==> src/rtl/alarm_pkg.sv <==
// alarm_pkg
//   Shared definitions for the alarm clock datapath: time-stamp width and
//   range, default alarm timing constants and the alarm FSM state encoding.
package alarm_pkg;

    localparam int unsigned STAMP_W                 = 24;
    localparam int unsigned MAX_COUNT               = 8640000;  // hundredths per day
    localparam int unsigned DEF_SNOOZE_TICKS        = 54000;    // 9 min
    localparam int unsigned DEF_RING_TIMEOUT_TICKS  = 6000;     // 60 s
    localparam int unsigned DEF_BEEP_HALF_TICKS     = 50;       // 0.5 s

    typedef logic [STAMP_W-1:0] stamp_t;

    typedef enum logic [1:0] {
        IDLE,
        ARMED,
        RINGING,
        SNOOZE
    } alarm_state_e;

endpackage

==> src/rtl/stamp_mod_add.sv <==
// stamp_mod_add
//   Combinational modulo-MAX_COUNT adder for time stamps. Both operands are
//   expected in 0..MAX_COUNT-1, so one conditional subtraction suffices.
//   Ports:
//     a_i, b_i : stamp operands
//     sum_o    : (a_i + b_i) mod MAX_COUNT
module stamp_mod_add
    import alarm_pkg::*;
#(
    parameter int unsigned MAX_COUNT = alarm_pkg::MAX_COUNT
) (
    input  logic [STAMP_W-1:0] a_i,
    input  logic [STAMP_W-1:0] b_i,
    output logic [STAMP_W-1:0] sum_o
);

    localparam logic [STAMP_W:0] MAX_EXT = (STAMP_W+1)'(MAX_COUNT);

    logic [STAMP_W:0] raw_sum;
    logic [STAMP_W:0] wrapped;

    always_comb begin
        raw_sum = {1'b0, a_i} + {1'b0, b_i};
        wrapped = raw_sum - MAX_EXT;
        if (raw_sum >= MAX_EXT) begin
            sum_o = wrapped[STAMP_W-1:0];
        end else begin
            sum_o = raw_sum[STAMP_W-1:0];
        end
    end

endmodule

==> src/rtl/alarm_trigger.sv <==
// alarm_trigger
//   Compares the running clock stamp with the programmed alarm stamp and
//   drives the ring / buzzer / snooze indications, including snooze, stop
//   and ring timeout. Outputs are registered (one cycle after the event).
//   Ports:
//     i_Clk_5MHz          : system clock
//     i_Reset             : synchronous active-high reset
//     i_Clock_Time_Stamp  : current time of day in hundredths
//     i_Alarm_Time_Stamp  : programmed alarm time
//     i_Alarm_Enable      : alarm armed while high
//     i_Snooze, i_Stop    : single-cycle user pulses
//     o_Alarm_Active      : high while ringing
//     o_Buzzer            : beep pattern while ringing
//     o_Snoozing          : high while snoozing
module alarm_trigger
    import alarm_pkg::*;
#(
    parameter int unsigned MAX_COUNT          = alarm_pkg::MAX_COUNT,
    parameter int unsigned SNOOZE_TICKS       = DEF_SNOOZE_TICKS,
    parameter int unsigned RING_TIMEOUT_TICKS = DEF_RING_TIMEOUT_TICKS,
    parameter int unsigned BEEP_HALF_TICKS    = DEF_BEEP_HALF_TICKS
) (
    input  logic               i_Clk_5MHz,
    input  logic               i_Reset,
    input  logic [STAMP_W-1:0] i_Clock_Time_Stamp,
    input  logic [STAMP_W-1:0] i_Alarm_Time_Stamp,
    input  logic               i_Alarm_Enable,
    input  logic               i_Snooze,
    input  logic               i_Stop,
    output logic               o_Alarm_Active,
    output logic               o_Buzzer,
    output logic               o_Snoozing
);

    localparam int unsigned RING_W = $clog2(RING_TIMEOUT_TICKS + 1);
    localparam int unsigned BEEP_W = $clog2(BEEP_HALF_TICKS + 1);
    localparam stamp_t      SNOOZE_STAMP = STAMP_W'(SNOOZE_TICKS);

    alarm_state_e       state_q;
    stamp_t             prev_stamp_q;
    logic               prev_valid_q;
    stamp_t             snooze_target_q;
    stamp_t             snooze_target_d;
    logic [RING_W-1:0]  ring_cnt_q;
    logic [BEEP_W-1:0]  beep_cnt_q;
    logic               alarm_active_q;
    logic               buzzer_q;
    logic               snoozing_q;

    logic tick;
    logic alarm_match;
    logic snooze_match;
    logic ring_timeout;
    logic beep_flip;

    stamp_mod_add #(
        .MAX_COUNT (MAX_COUNT)
    ) u_snooze_add (
        .a_i   (i_Clock_Time_Stamp),
        .b_i   (SNOOZE_STAMP),
        .sum_o (snooze_target_d)
    );

    // Any stamp change is a tick; prev_valid_q suppresses the spurious
    // change seen on the first cycle after reset.
    assign tick         = prev_valid_q && (i_Clock_Time_Stamp != prev_stamp_q);
    assign alarm_match  = tick && (i_Clock_Time_Stamp == i_Alarm_Time_Stamp);
    assign snooze_match = tick && (i_Clock_Time_Stamp == snooze_target_q);
    assign ring_timeout = (ring_cnt_q + RING_W'(1)) == RING_W'(RING_TIMEOUT_TICKS);
    assign beep_flip    = (beep_cnt_q + BEEP_W'(1)) == BEEP_W'(BEEP_HALF_TICKS);

    always_ff @(posedge i_Clk_5MHz) begin
        if (i_Reset) begin
            state_q         <= IDLE;
            prev_stamp_q    <= '0;
            prev_valid_q    <= 1'b0;
            snooze_target_q <= '0;
            ring_cnt_q      <= '0;
            beep_cnt_q      <= '0;
            alarm_active_q  <= 1'b0;
            buzzer_q        <= 1'b0;
            snoozing_q      <= 1'b0;
        end else begin
            prev_stamp_q <= i_Clock_Time_Stamp;
            prev_valid_q <= 1'b1;

            if (!i_Alarm_Enable) begin
                state_q        <= IDLE;
                alarm_active_q <= 1'b0;
                buzzer_q       <= 1'b0;
                snoozing_q     <= 1'b0;
            end else begin
                unique case (state_q)
                    IDLE: begin
                        state_q <= ARMED;
                    end

                    ARMED: begin
                        if (alarm_match) begin
                            state_q        <= RINGING;
                            ring_cnt_q     <= '0;
                            beep_cnt_q     <= '0;
                            alarm_active_q <= 1'b1;
                            buzzer_q       <= 1'b1;
                        end
                    end

                    RINGING: begin
                        if (i_Stop) begin
                            state_q        <= ARMED;
                            alarm_active_q <= 1'b0;
                            buzzer_q       <= 1'b0;
                        end else if (i_Snooze) begin
                            state_q         <= SNOOZE;
                            snooze_target_q <= snooze_target_d;
                            alarm_active_q  <= 1'b0;
                            buzzer_q        <= 1'b0;
                            snoozing_q      <= 1'b1;
                        end else if (tick) begin
                            if (ring_timeout) begin
                                state_q        <= ARMED;
                                alarm_active_q <= 1'b0;
                                buzzer_q       <= 1'b0;
                            end else begin
                                ring_cnt_q <= ring_cnt_q + RING_W'(1);
                                if (beep_flip) begin
                                    beep_cnt_q <= '0;
                                    buzzer_q   <= ~buzzer_q;
                                end else begin
                                    beep_cnt_q <= beep_cnt_q + BEEP_W'(1);
                                end
                            end
                        end
                    end

                    SNOOZE: begin
                        if (i_Stop) begin
                            state_q    <= ARMED;
                            snoozing_q <= 1'b0;
                        end else if (snooze_match) begin
                            state_q        <= RINGING;
                            ring_cnt_q     <= '0;
                            beep_cnt_q     <= '0;
                            alarm_active_q <= 1'b1;
                            buzzer_q       <= 1'b1;
                            snoozing_q     <= 1'b0;
                        end
                    end

                    default: begin
                        state_q <= IDLE;
                    end
                endcase
            end
        end
    end

    assign o_Alarm_Active = alarm_active_q;
    assign o_Buzzer       = buzzer_q;
    assign o_Snoozing     = snoozing_q;

endmodule

==> config.mk <==
export PLATFORM = sky130hd
export DESIGN_NAME = alarm_trigger
export DESIGN_NICKNAME = d
export VERILOG_FILES = /design/src/rtl/alarm_pkg.sv /design/src/rtl/stamp_mod_add.sv /design/src/rtl/alarm_trigger.sv
export SDC_FILE = /design/constraint.sdc
export NUM_CORES = 1
export LEC_CHECK = 0
export ABC_CLOCK_PERIOD_IN_PS = 5900
export CAP_MARGIN = 20
export CORE_MARGIN = 5
export CORE_UTILIZATION = 60
export CTS_CLUSTER_SIZE = 8
export DETAILED_ROUTE_END_ITERATION = 6
export PLACE_DENSITY = 0.91
export SYNTH_ARGS = -nofsm -noshare
export SYNTH_HDL_FRONTEND = slang
export SYNTH_HIERARCHICAL = 1
export SYNTH_SLANG_ARGS = --single-unit
==> constraint.sdc <==
create_clock -name i_Clk_5MHz -period 5.9 [get_ports i_Clk_5MHz]
set_input_delay 0.885 -clock i_Clk_5MHz [delete_from_list [all_inputs] [get_ports i_Clk_5MHz]]
set_output_delay 0.885 -clock i_Clk_5MHz [all_outputs]
set_load 0.01 [all_outputs]
==> flow_summary.json <==
{
  "hold_viol": 0,
  "die_y_um": 106,
  "fmax_mhz": 215,
  "clock_latency_ps": 350,
  "hold_buffers": 0,
  "yosysWarnings": 6,
  "drt_iter0_markers": 387,
  "start_kind": "input pin",
  "rrSetupSlack_ps": 2900,
  "max-slew-margin-rel_pct": 29.4,
  "syn_area_um2": 5580,
  "cellPowerDensity_nw_per_um2": 209,
  "grt_pass1_wl_um": 25200,
  "worst_slew_pin_slew_ps": 1060,
  "drive_gt1_share_pct": 4.77,
  "met1_usage_pct": 34.0,
  "grt_max_degree": 60,
  "viasPerCell": 6.17,
  "fin_ws_ps": 1250,
  "path_class": "input pin to register",
  "holdWs_ps": 471,
  "dp_hpwl_um": 12100,
  "cts_tree": "yes",
  "met3_usage_pct": 3.76,
  "async_flop_share_pct": 0,
  "maxSlewViolCount": 0,
  "cp_max_fo": 12,
  "cts.clk_slew.worst_paths_ps": 70,
  "final_util_pct": 70.3,
  "diodes": 0,
  "hp-class": "register to register",
  "rsz0062_at_grt": "no",
  "grt.busiest_layer": "met2",
  "area_delta_synth_final_pct": 15.3,
  "fp.dieW_um": 106,
  "drc": 0,
  "wl_um": 15700,
  "synth_top_area_share_pct": 26.2,
  "synth_area_leaders": "dfxtp_1, xnor2_1, xor2_1",
  "pre_cts_ws_ps": 1020,
  "r2r-start": "ring_cnt_q[1]",
  "grt_util_met2_pct": 49.2,
  "drt-wirelength-per-cell_um": 17.8,
  "post_cts_buffers": 0,
  "antenna_found_initial": 0,
  "die_area_um2": 11300,
  "avgSynthCellArea_um2": 7.88,
  "htreeDepth": 3,
  "cts_resized": 0,
  "ant_nets": 0,
  "fin_setup_tns_ps": 0,
  "fin_area_um2": 6430,
  "period_share_pct": 78.8,
  "hold_path_depth": 2,
  "ys_types": 68,
  "numClockSinks": 73,
  "yosysTopAreaCell": "dfxtp_1",
  "synth_seq_area_share_pct": 26.2,
  "synth_flop_cell": "dfxtp_1",
  "ir_drop_mv": 0.137,
  "fin_crit_ps": 4650,
  "worstPathRequired_ps": 6160,
  "port_buffers": 55,
  "track_usage_pct": 27.5,
  "holdPathEnd": "snooze_target_q[21]",
  "synth_cells": 708,
  "maxCapViolations": 0,
  "place_area_um2": 6230,
  "fin_nets": 855,
  "holdCritStartpoint": "snooze_target_q[21]",
  "leakagePower_nw": 2.30,
  "status": "finished clean",
  "gp_congestion": 0.897,
  "ys_ff_latch": 73,
  "core_um2": 9150,
  "worstReg2RegEnd": "ring_cnt_q[2]",
  "grt_pass1_vias": 5255,
  "io-pin-count": 56,
  "first_pass_iters": 6,
  "cp.arrival_ps": 4910,
  "fillers": 708,
  "vias": 5465,
  "initial_core_util_pct": 61.0,
  "cts_buffers": 9,
  "root_buffer": "clkbuf_8",
  "end_kind": "register",
  "synth_edf_count": 0,
  "setup_violations": 0,
  "gr-total-overflow": 0,
  "clockBufferDepth": 2,
  "fin_worst_skew_ps": 13.7,
  "fp-row-count": 35,
  "reg2regPathDepth": 9
}
worst max-delay path by stage:
stage,from,end,cells past startpoint
3_3_place_gp,i_Clock_Time_Stamp[7],snooze_target_q[20],14
6_report,i_Clock_Time_Stamp[18],snooze_target_q[20],14
2_1_floorplan,i_Clock_Time_Stamp[8],snooze_target_q[10],13
3_5_place_dp,i_Clock_Time_Stamp[7],snooze_target_q[20],14
5_1_grt,i_Clock_Time_Stamp[18],snooze_target_q[20],14
4_1_cts,i_Clock_Time_Stamp[7],snooze_target_q[20],14
state kept, by name, summed over array words and instances, names as in the netlist:
register,count
o_Snoozing,1
snooze_target_q,24
prev_valid_q,1
ring_cnt_q,13
state_q,2
o_Alarm_Active,1
beep_cnt_q,6
o_Buzzer,1
prev_stamp_q,24
layout by cell type, fill, tap and decap left out, types with 8 or more instances in the layout:
cell type	n
a21oi_1	58
a31oi_1	17
and3_1	8
clkbuf_8	9
clkdlybuf4s50_1	54
conb_1	25
dfxtp_1	73
ha_1	29
inv_1	15
nand2_1	84
nand2b_1	9
nand3_1	25
nand4_1	17
nor2_1	28
nor2b_1	29
nor3_1	21
nor4_1	18
o21ai_0	31
or3_1	15
xnor2_1	59
xor2_1	45
through the flow:
stage,std cells,power [mW]
after floorplan,731,0.807
final,886,1.35
after detailed placement,872,0.923
after CTS,886,1.33
after global placement,872,0.914
after global routing,886,1.41
area by class of cell:
cell class / count / area (um^2) / share of cell area [%]
clock buffer: 9 / 124 / 1.92
clock inverter: 5 / 81.3 / 1.26
inverter: 15 / 56.3 / 0.875
multi-input combinational: 618 / 4030 / 62.6
sequential: 73 / 1460 / 22.7
tap: 111 / 139 / 2.16
timing repair buffer: 55 / 546 / 8.48
cell families after synthesis:
| family | count (synthesis) | share of synthesized area (%) |
|---|---|---|
| AND/OR/NAND/NOR | 285 | 27.1 |
| AO/OA/AOI/OAI | 171 | 19.6 |
| XOR/XNOR | 104 | 16.3 |
| flip-flops | 73 | 26.2 |
| buffers and inverters | 40 | 3.18 |
| adder cells (fa/ha/maj) | 30 | 6.86 |
| multiplexers | 3 | 0.605 |
| other | 2 | 0.135 |
worst max-delay path: stages:
cell	delay, ps
clkdlybuf4s50_1	710
ha_1	380
nand2_1	170
o21ai_0	520
nor3_1	100
a2111oi_0	470
nand3_1	250
nand3b_1	210
nor4b_2	100
o22ai_2	450
o2111a_1	290
xor2_1	150
nand2_1	70
a21oi_1	160
power breakdown:
| part | internal, mW | switching (mW) |
|---|---|---|
| Sequential | 0.502 | 0.00455 |
| Clock | 0.234 | 0.185 |
| Combinational | 0.178 | 0.243 |
| Total | 0.914 | 0.433 |
synth_stat cells, drive strengths merged, types with 3 or more instances:
master and count:
a41oi 4, buf 5, xnor2 59, or2 5, xor2 45, nor3 21
nand2b 9, dfxtp 73, a21oi 58, and2 6, nor2 28, mux2 3
o21ai 36, o21bai 5, a21boi 6, ha 29, nor2b 29, o21a 5
o22ai 6, o211ai 4, a31oi 17, inv 15, nand3 25, clkbuf 20
and4 7, nand2 84, or3 15, nand4 17, and3 10, o2111ai 3
nor4 18, a211oi 7
routing by layer:
layer / up-vias / part of all wire [%]
met5: - / 0
met3: 33 / 7.0
li1: 2665 / -
met4: 0 / 2.0
met1: 2563 / 42
met2: 204 / 49
Power figures use the tool's default switching activity.
